## src/rtl/vend_pkg.sv

```systemverilog
// Shared encodings for the vending sequencer: external state codes, internal FSM states, default sizing.
// Pure definitions; no logic, no latency, no flow control.
package vend_pkg;

  localparam int unsigned NUM_ITEMS_DEF  = 8;
  localparam int unsigned CNT_W_DEF      = 4;
  localparam int unsigned MAX_STOCK_DEF  = 15;
  localparam int unsigned INIT_STOCK_DEF = 5;
  localparam int unsigned TIMEOUT_DEF    = 1000;
  localparam int unsigned IDX_W          = 4;

  localparam logic [1:0] ST_SELECT   = 2'b00;
  localparam logic [1:0] ST_PAY      = 2'b01;
  localparam logic [1:0] ST_DISPENSE = 2'b10;
  localparam logic [1:0] ST_SERVICE  = 2'b11;

  typedef enum logic [2:0] {
    S_SELECT,
    S_PAY,
    S_DSP_ACK,
    S_DSP_REL,
    S_CXL_REQ,
    S_CXL_REL,
    S_SERVICE
  } fsm_e;

  // Cancel and dispense handshake sub-states report as their parent phase.
  function automatic logic [1:0] state_code(input fsm_e s);
    case (s)
      S_PAY, S_CXL_REQ, S_CXL_REL: state_code = ST_PAY;
      S_DSP_ACK, S_DSP_REL:        state_code = ST_DISPENSE;
      S_SERVICE:                   state_code = ST_SERVICE;
      default:                     state_code = ST_SELECT;
    endcase
  endfunction

endpackage

```

## src/rtl/vend_inventory.sv

```systemverilog
// Per-item stock counters: saturating add, no-underflow decrement; reads are combinational, updates land next cycle.
// No backpressure: update strobes are single-cycle commands and always accepted.
module vend_inventory
  import vend_pkg::*;
#(
  parameter int unsigned NUM_ITEMS  = NUM_ITEMS_DEF,
  parameter int unsigned CNT_W      = CNT_W_DEF,
  parameter int unsigned MAX_STOCK  = MAX_STOCK_DEF,
  parameter int unsigned INIT_STOCK = INIT_STOCK_DEF
) (
  input  logic             clk,
  input  logic             rst_n,
  input  logic             dec_en,
  input  logic [IDX_W-1:0] dec_idx,
  input  logic             add_en,
  input  logic [IDX_W-1:0] add_idx,
  input  logic [CNT_W-1:0] add_qty,
  input  logic [IDX_W-1:0] rd_idx,
  output logic [CNT_W-1:0] rd_cnt,
  input  logic [IDX_W-1:0] chk_idx,
  output logic [CNT_W-1:0] chk_cnt
);

  localparam logic [CNT_W:0] SAT = (CNT_W + 1)'(MAX_STOCK);

  logic [CNT_W-1:0] cnt_q [NUM_ITEMS];
  logic [CNT_W-1:0] cnt_d [NUM_ITEMS];
  logic [CNT_W:0]   sum;

  always_comb begin
    rd_cnt  = '0;
    chk_cnt = '0;
    for (int i = 0; i < NUM_ITEMS; i++) begin
      if (rd_idx == IDX_W'(i))  rd_cnt  = cnt_q[i];
      if (chk_idx == IDX_W'(i)) chk_cnt = cnt_q[i];
    end
  end

  // One extra bit on the sum so the clamp sees the true total before truncation.
  always_comb begin
    sum = '0;
    for (int i = 0; i < NUM_ITEMS; i++) begin
      cnt_d[i] = cnt_q[i];
      sum      = {1'b0, cnt_q[i]} + {1'b0, add_qty};
      if (add_en && add_idx == IDX_W'(i)) begin
        cnt_d[i] = (sum > SAT) ? CNT_W'(MAX_STOCK) : sum[CNT_W-1:0];
      end else if (dec_en && dec_idx == IDX_W'(i) && cnt_q[i] != '0) begin
        cnt_d[i] = cnt_q[i] - CNT_W'(1);
      end
    end
  end

  always_ff @(posedge clk or negedge rst_n) begin
    if (!rst_n) begin
      for (int i = 0; i < NUM_ITEMS; i++) cnt_q[i] <= CNT_W'(INIT_STOCK);
    end else begin
      cnt_q <= cnt_d;
    end
  end

endmodule

```

## src/rtl/vend_sequencer.sv

```systemverilog
// Vending controller FSM: selection, payment timeout, 4-phase dispense/cancel handshakes, service restock; outputs registered, 1-cycle response.
// Handshakes stall on the datapath: done/cancel levels are held until the peer releases its request or acknowledge.
module vend_sequencer
  import vend_pkg::*;
#(
  parameter int unsigned NUM_ITEMS      = NUM_ITEMS_DEF,
  parameter int unsigned CNT_W          = CNT_W_DEF,
  parameter int unsigned MAX_STOCK      = MAX_STOCK_DEF,
  parameter int unsigned INIT_STOCK     = INIT_STOCK_DEF,
  parameter int unsigned TIMEOUT_CYCLES = TIMEOUT_DEF
) (
  input  logic             clk,
  input  logic             rst,
  input  logic             sel_valid,
  input  logic [3:0]       sel_index,
  input  logic             cancel_btn,
  input  logic             coin_event,
  input  logic             service_mode,
  input  logic             restock_valid,
  input  logic [3:0]       restock_index,
  input  logic [CNT_W-1:0] restock_qty,
  input  logic             reduceInventory,
  input  logic             changeState,
  input  logic             cancelledDone,
  output logic [1:0]       state,
  output logic [3:0]       curIndex,
  output logic             fullInventory,
  output logic             reduceInventoryDone,
  output logic             changeStateDone,
  output logic             cancelled,
  output logic             dispense,
  output logic             sold_out
);

  localparam int unsigned     TMO_W    = (TIMEOUT_CYCLES > 1) ? $clog2(TIMEOUT_CYCLES) : 1;
  localparam logic [TMO_W-1:0] TMO_LAST = TMO_W'(TIMEOUT_CYCLES - 1);

  fsm_e             fsm_q;
  logic [3:0]       cur_idx_q;
  logic [TMO_W-1:0] tmo_q;
  logic [TMO_W-1:0] tmo_cur;
  logic             rid_done_q, csd_q, cxl_q, dsp_q, so_q;
  logic [CNT_W-1:0] rd_cnt, chk_cnt;
  logic             sel_ok, add_en, dec_en;

  assign sel_ok  = sel_valid && (sel_index < IDX_W'(NUM_ITEMS));
  assign add_en  = (fsm_q == S_SERVICE) && restock_valid && (restock_index < IDX_W'(NUM_ITEMS));
  assign dec_en  = (fsm_q == S_PAY) && reduceInventory;
  // A coin cycle counts as idle cycle zero, so the cancel lands TIMEOUT_CYCLES after the last coin.
  assign tmo_cur = coin_event ? '0 : tmo_q;

  vend_inventory #(
    .NUM_ITEMS (NUM_ITEMS),
    .CNT_W     (CNT_W),
    .MAX_STOCK (MAX_STOCK),
    .INIT_STOCK(INIT_STOCK)
  ) u_inv (
    .clk    (clk),
    .rst_n  (rst),
    .dec_en (dec_en),
    .dec_idx(cur_idx_q),
    .add_en (add_en),
    .add_idx(restock_index),
    .add_qty(restock_qty),
    .rd_idx (cur_idx_q),
    .rd_cnt (rd_cnt),
    .chk_idx(sel_index),
    .chk_cnt(chk_cnt)
  );

  always_ff @(posedge clk or negedge rst) begin
    if (!rst) begin
      fsm_q      <= S_SELECT;
      cur_idx_q  <= '0;
      tmo_q      <= '0;
      rid_done_q <= 1'b0;
      csd_q      <= 1'b0;
      cxl_q      <= 1'b0;
      dsp_q      <= 1'b0;
      so_q       <= 1'b0;
    end else begin
      dsp_q <= 1'b0;
      so_q  <= 1'b0;
      csd_q <= (fsm_q != S_SERVICE) && changeState;
      case (fsm_q)
        S_SELECT: begin
          if (service_mode) begin
            fsm_q <= S_SERVICE;
          end else if (sel_ok) begin
            if (chk_cnt != '0) begin
              cur_idx_q <= sel_index;
              tmo_q     <= '0;
              fsm_q     <= S_PAY;
            end else begin
              so_q <= 1'b1;
            end
          end
        end
        S_PAY: begin
          if (reduceInventory) begin
            if (rd_cnt != '0) dsp_q <= 1'b1;
            else              so_q  <= 1'b1;
            rid_done_q <= 1'b1;
            fsm_q      <= S_DSP_ACK;
          end else if (cancel_btn || tmo_cur == TMO_LAST) begin
            cxl_q <= 1'b1;
            fsm_q <= S_CXL_REQ;
          end else begin
            tmo_q <= tmo_cur + TMO_W'(1);
          end
        end
        S_DSP_ACK: begin
          if (!reduceInventory) begin
            rid_done_q <= 1'b0;
            fsm_q      <= S_DSP_REL;
          end
        end
        S_DSP_REL: fsm_q <= S_SELECT;
        S_CXL_REQ: begin
          if (cancelledDone) begin
            cxl_q <= 1'b0;
            fsm_q <= S_CXL_REL;
          end
        end
        S_CXL_REL: if (!cancelledDone) fsm_q <= S_SELECT;
        S_SERVICE: if (!service_mode) fsm_q <= S_SELECT;
        default:   fsm_q <= S_SELECT;
      endcase
    end
  end

  assign state               = state_code(fsm_q);
  assign curIndex            = cur_idx_q;
  assign fullInventory       = (rd_cnt != '0);
  assign reduceInventoryDone = rid_done_q;
  assign changeStateDone     = csd_q;
  assign cancelled           = cxl_q;
  assign dispense            = dsp_q;
  assign sold_out            = so_q;

endmodule

```

## config.mk

```make
export PLATFORM = sky130hd
export DESIGN_NAME = vend_sequencer
export DESIGN_NICKNAME = d
export VERILOG_FILES = /design/src/rtl/vend_pkg.sv /design/src/rtl/vend_inventory.sv /design/src/rtl/vend_sequencer.sv
export SDC_FILE = /design/constraint.sdc
export NUM_CORES = 1
export LEC_CHECK = 0
export BUFFER_PORTS_ARGS = -buffer_cell sky130_fd_sc_hd__clkbuf_2
export CAP_MARGIN = 20
export CORE_AREA = 5 5 109 85
export DETAILED_ROUTE_END_ITERATION = 10
export DIE_AREA = 0 0 114 90
export MAX_ROUTING_LAYER = met4
export PLACE_DENSITY = 0.79
export REMOVE_ABC_BUFFERS = 1
export SYNTH_ARGS = -nofsm -noshare
export SYNTH_HDL_FRONTEND = slang
export SYNTH_SLANG_ARGS = --single-unit
export TNS_END_PERCENT = 50
```

## constraint.sdc

```tcl
create_clock -name clk -period 5 [get_ports clk]
set_clock_uncertainty 0.15 [all_clocks]
set_input_delay 1.25 -clock clk [delete_from_list [all_inputs] [get_ports clk]]
set_output_delay 1.25 -clock clk [all_outputs]
set_load 0.03 [all_outputs]
```

# Word level (Yosys, flattened, before mapping)
# Cells that the tools add are included.
# W data, S select, Z words.
[totals]
wordCells = 223
latchBits = 0
reg_bits = 54
ramBits = 0
n_memories = 0
out_inout_bits = 12
romBits = 0
inputBits = 22
[op_classes]
n_eq_ne = 43
n_mul = 0
bitwise = 1
n_mux = 74
order_cmp = 10
n_reduce_logical = 62
n_shift = 0
div = 0
add_sub_neg = 17
[ops]
columns = ["operator", "count"]
rows = [
  ["$mux W4", 40],
  ["$mux W10", 6],
  ["$eq A4 B3 Y1 const B", 12],
  ["$add A4 B4 Y5", 8],
  ["$gt A5 B4 Y1 const B", 8],
  ["$reduce_bool A4 Y1", 10],
  ["$sub A4 B1 Y4 const B", 8],
  ["$logic_and A1 B1 Y1", 29],
  ["$mux W3", 9],
  ["$eq A4 B2 Y1 const B", 6],
  ["$reduce_bool A2 Y1", 11],
  ["$ne A2 B2 Y1 const B", 10],
  ["$pmux W10 S2", 1],
  ["$pmux W3 S6", 1],
  ["$mux W1", 13],
  ["$eq A4 B1 Y1 const B", 3],
  ["$logic_not A4 Y1", 3],
  ["$add A10 B1 Y10 const B", 1],
  ["$eq A10 B10 Y1 const B", 1],
  ["$eq A3 B3 Y1 const B", 3],
  ["$ne A3 B3 Y1 const B", 3],
  ["$lt A4 B4 Y1 const B", 2],
  ["$reduce_and A4 Y1", 2],
  ["$reduce_and A7 Y1", 1],
  ["other kinds (13)", 16],
]

# Longest topological paths before layout
[depth]
depth_word = 14
ltp_mapped = 9

# By module
# Synthesis repeated with hierarchy kept, for this count alone.
[unflattened]
cells_unflattened = 561
hier_area_um2 = 4973.5
[modules_own_cells]
columns = ["module", "cells_each", "area_per_inst_um2", "n_inst", "seq_area_each_um2"]
rows = [
  ["vend_inventory", 424, 3709.8, 1, 820.8],
  ["vend_sequencer", 137, 1263.7, 1, 550.5],
]

# Worst setup path before layout
# OpenSTA, ideal clock, no wires.
[synth_path]
path_type = "reg-to-output"
from = "register cur_idx_q[0], in the netlist curIndex[0]"
to = "output port fullInventory"
required_time_ns = 3.600
path_buffers = 0
arrival_ns = 1.736
stages_incl_launch_ff = 6
slack_ns = 1.864
cell_sequence = "dfrtp_1 or3_1 o32ai_1 a21oi_1 a22oi_1 a31o_2"
[synth_between]
elab_chain_cells = 10
word_cells_on_any_way = 17
classes_between = "eq/ne: 7; mux: 8; reduce/logical: 2"
[synth_rtl]
columns = ["element", "line_no", "text"]
rows = [
  ["start, declared", "vend_sequencer.sv:39", "logic [3:0] cur_idx_q;"],
  ["start signal, assigned", "vend_sequencer.sv:91", "cur_idx_q <= sel_index;"],
  ["$logic_not A4 Y1", "vend_inventory.sv:34", "if (rd_idx == IDX_W'(i)) rd_cnt = cnt_q[i];"],
  ["$mux W4 (7 in a row)", "vend_inventory.sv:34", ""],
  ["$mux W4 (*)", "vend_inventory.sv:34", ""],
  ["$reduce_bool A4 Y1 (*)", "vend_sequencer.sv:134", "assign fullInventory = (rd_cnt != '0);"],
  ["end, declared", "vend_sequencer.sv:27", "output logic fullInventory,"],
]
# Mark *: on every way between the ends. The rest lies on a longest branch, timed or not.

# Worst setup path after layout
[layout_path]
from = "register u_inv.cnt_q[9] in the netlist's numbering"
to = "output port fullInventory"
[layout_between]
elab_chain_cells = 4
[layout_rtl]
columns = ["element", "line_no", "text"]
rows = [
  ["start, declared", "vend_inventory.sv:26", "logic [CNT_W-1:0] cnt_q [NUM_ITEMS];"],
  ["start signal, assigned", "vend_inventory.sv:57", "cnt_q <= cnt_d;"],
  ["$mux W4 (3 in a row)", "vend_inventory.sv:34", ""],
  ["$reduce_bool A4 Y1", "vend_sequencer.sv:134", ""],
]
# No other way between the ends.

==> summary.txt <==
GR met3 Demand/Resource -> 0.0336
Critical Path Fanout Max -> 5
leading post-synthesis cells by cell area -> dfrtp_1, ha_1, dfstp_2, xnor2_1, nor2_1
layout cells sized above 1 -> 0.144
Max clock buf depth -> 2
initial antenna violation count -> 0
Worst-path clk slew -> 110 ps
width of the die -> 114 um
Tmin final -> 3700 ps
Compound-Gate Fraction of Synth Area -> 0.224
number of synthesized flops with an enable pin -> 0
Max-cap violations -> 0
final wirelength -> 12.0 mm
met2 Resource Use GR -> 0.359
post-CTS setup buffer count -> 0
CP arrival -> 2300 ps
crit start category -> flop
Slew Viols, Final -> 0
GR peak layer -> met2
Tot Pwr -> 2340 uW
xor/xnor cell area share of the yosys netlist -> 0.0443
vias -> 4,258
initial drt markers -> 405
cell accounting for the most synthesized area -> dfrtp_1
most numerous cell in the Yosys netlist -> nor2_1
PD cells -> 457 nW/um2
critical path cell sequence -> nor4_1, o22ai_1, o31ai_1, a22oi_1, a31o_2, clkbuf_2
largest net degree at the start of global routing -> 30
CP endpoint kind -> primary output
endpoints failing hold -> 0
Std-Cell Rows -> 29
largest family of logic cells by synthesized area -> simple AND/OR/NAND/NOR gates
nets@finish -> 640
CP delay by family, top -> compound AO/OA/AOI/OAI gates
Crit Path Class -> flop to primary output
Vias per Instance -> 6.28
CTS Sinks -> 54
RSZ-0062 raised after global routing -> false
fraction of the mapped netlist area in adder cells -> 0.142
FILL cells -> 711
vias in the first global route -> 4,146
Slowest cell on crit path -> nor4_1
Multi-input gate area -> 3160 um2
cts repair resizes -> 0
Distinct cells, synth -> 74
max incr delay on CP -> 590 ps
Rel. slew slack -> 0.504
I/O pin cnt -> 34
FFs w/ async S/R, synth -> 1.00
worst hold margin -> 355 ps
First-pass DRT Iterations -> 5
Max Freq -> 270 MHz
WL/cell -> 17.7 um
Chip Height -> 90 um
Final ANT Viol Nets -> 0
I/O Buffers -> 33
first-pass GRT wire length -> 20.1 mm
Initial Util -> 0.581
Mapped Avg Cell Area -> 8.80 um2
core area -> 8160 um2
period utilization -> 0.740
synth warn -> 0
status -> finished clean
DRC -> 0
CTS buffer count -> 5
Post-Syn Instances -> 539
dpl hpwl -> 9.21 mm
Bufs and invs on worst path -> 1
H-Tree Level Count -> 2
gp weighted congestion -> 0.910
Seq cells post-synth -> 54
Die ar. -> 10,300 um2
top cells by count, synth -> nor2_1, ha_1, inv_1, dfrtp_1, nand2_1
HP Class -> flop to flop
met1 Use GR -> 0.347
Area growth syn-to-layout -> 7.89%
Synth top area share -> 0.201
mux cell area share after synthesis -> 0.0179
final setup fails -> 0
Pleak -> 0.00220 uW
setup TNS -> 0 ps
Worst IR Drop VDD -> 0.000284 V
measured slew at the worst slew-check pin -> 744 ps
root buf cell -> clkbuf_8
diodes inserted -> 0
CTS Hold Buffers Added -> 0
Seq/Total Area, Yosys -> 0.289
total gr overflow -> 0
Crit path required time -> 3600 ps
CTS tree -> yes
gr usage total -> 0.243
Seq. cell area -> 1370 um2
simple-gate share of the synthesized area -> 0.239
Worst-Skew Late Latency -> 320 ps
Post-Syn Area -> 4740 um2
Top FF cell, synth -> dfrtp_1
-- area by class of cell --
class                           instances  share of cell area
Clock buffer                            5              0.0135
Clock inverter                          3             0.00929
Inverter                               42              0.0308
Multi-Input combinational cell        432               0.618
Sequential cell                        54               0.268
Tap cell                              108              0.0264
Timing Repair Buffer                   34              0.0337
-- placed cells by master, fill, tap and decap left out, types with 3 or more instances in the layout --
cell type / netlist / routed
nand3b_1: 8 / 8
xnor2_1: 21 / 21
o22a_1: 3 / 3
a211oi_1: 3 / 3
nor2_1: 47 / 47
mux2i_1: 4 / 4
a211o_1: 3 / 3
nand2b_1: 10 / 10
mux2_4: 3 / 3
nor3_1: 14 / 14
dfstp_2: 16 / 16
a21oi_1: 30 / 30
nand3_1: 11 / 11
xor2_1: 3 / 3
or3b_1: 5 / 5
o22ai_1: 10 / 10
o21ai_0: 18 / 18
a22o_1: 4 / 4
nand2_1: 38 / 38
clkbuf_8: 0 / 5
o21ai_1: 9 / 9
o2bb2ai_1: 5 / 5
fa_1: 8 / 8
and4_1: 3 / 3
o31ai_1: 7 / 7
nor2b_1: 21 / 21
a21o_1: 21 / 21
and2_1: 4 / 4
a31oi_1: 14 / 14
inv_1: 40 / 40
nor4_1: 9 / 9
or3_1: 5 / 5
dfrtp_1: 38 / 38
nand4_1: 3 / 3
clkbuf_2: 0 / 33
ha_1: 41 / 41
and3_1: 3 / 3
-- through the flow --
stage / instance area (um2) / util / setup WS, ps / std cells
2_1_floorplan: 4690 / - / 1850 / 528
3_3_place_gp: 5000 / 0.612 / 1460 / 670
3_5_place_dp: 5000 / 0.612 / 1380 / 670
4_1_cts: 5120 / 0.627 / 1330 / 678
5_1_grt: 5120 / 0.627 / 1180 / 678
6_report: 5120 / 0.627 / 1300 / 678
-- state kept, by name, summed over array words and instances, names as in the netlist --
name	flops
fsm_q	3
reduceInventoryDone	1
dispense	1
changeStateDone	1
tmo_q	10
u_inv.cnt_q	32
curIndex	4
cancelled	1
sold_out	1
-- path summary, 6_finish.rpt --
path | from | slack, ps | end | cells past startpoint
worst max-delay path | u_inv.cnt_q[9] | 1300 | fullInventory | 6
worst min-delay path | u_inv.cnt_q[6] | 360 | u_inv.cnt_q[6] | 2
worst max register to register | fsm_q[0] | 2320 | tmo_q[7] | 6
worst min register to register | u_inv.cnt_q[6] | 360 | u_inv.cnt_q[6] | 2
max in group asynchronous | rst | 2970 | u_inv.cnt_q[26] | 2
min in group asynchronous | rst | 820 | u_inv.cnt_q[5] | 1
-- worst reg2reg max path, delay by kind of cell (launching register included) --
kind / cells / cell delay (ps)
AOI/OAI and AO/OA: 3 / 660
DFF: 1 / 690
and+or+nand+nor: 3 / 1110
-- where the power goes --
part           internal, uW  total, uW  leakage [uW]  switching, uW
Sequential              603        849      0.000642            246
Combinational           514       1170       0.00150            656
Clock                   152        317     0.0000587            165
-- routing by layer --
layer  wire [um]  share of wire  vias up
li1            -              -     2033
met1        5670           0.47     2058
met2        5440           0.45      145
met3         692          0.058       22
met4         229          0.019        0
met5           0              0        -
-- cells by family (layout without fill, tap and decap cells) --
family / count (synthesis) / in the layout
compound gates: 150 / 150
flops: 54 / 54
simple gates: 202 / 202
xor+xnor: 24 / 24
buf+inv: 53 / 84
mux: 7 / 7
fa+ha+maj: 49 / 49
Note: power is estimated with default switching activity, not from simulation.
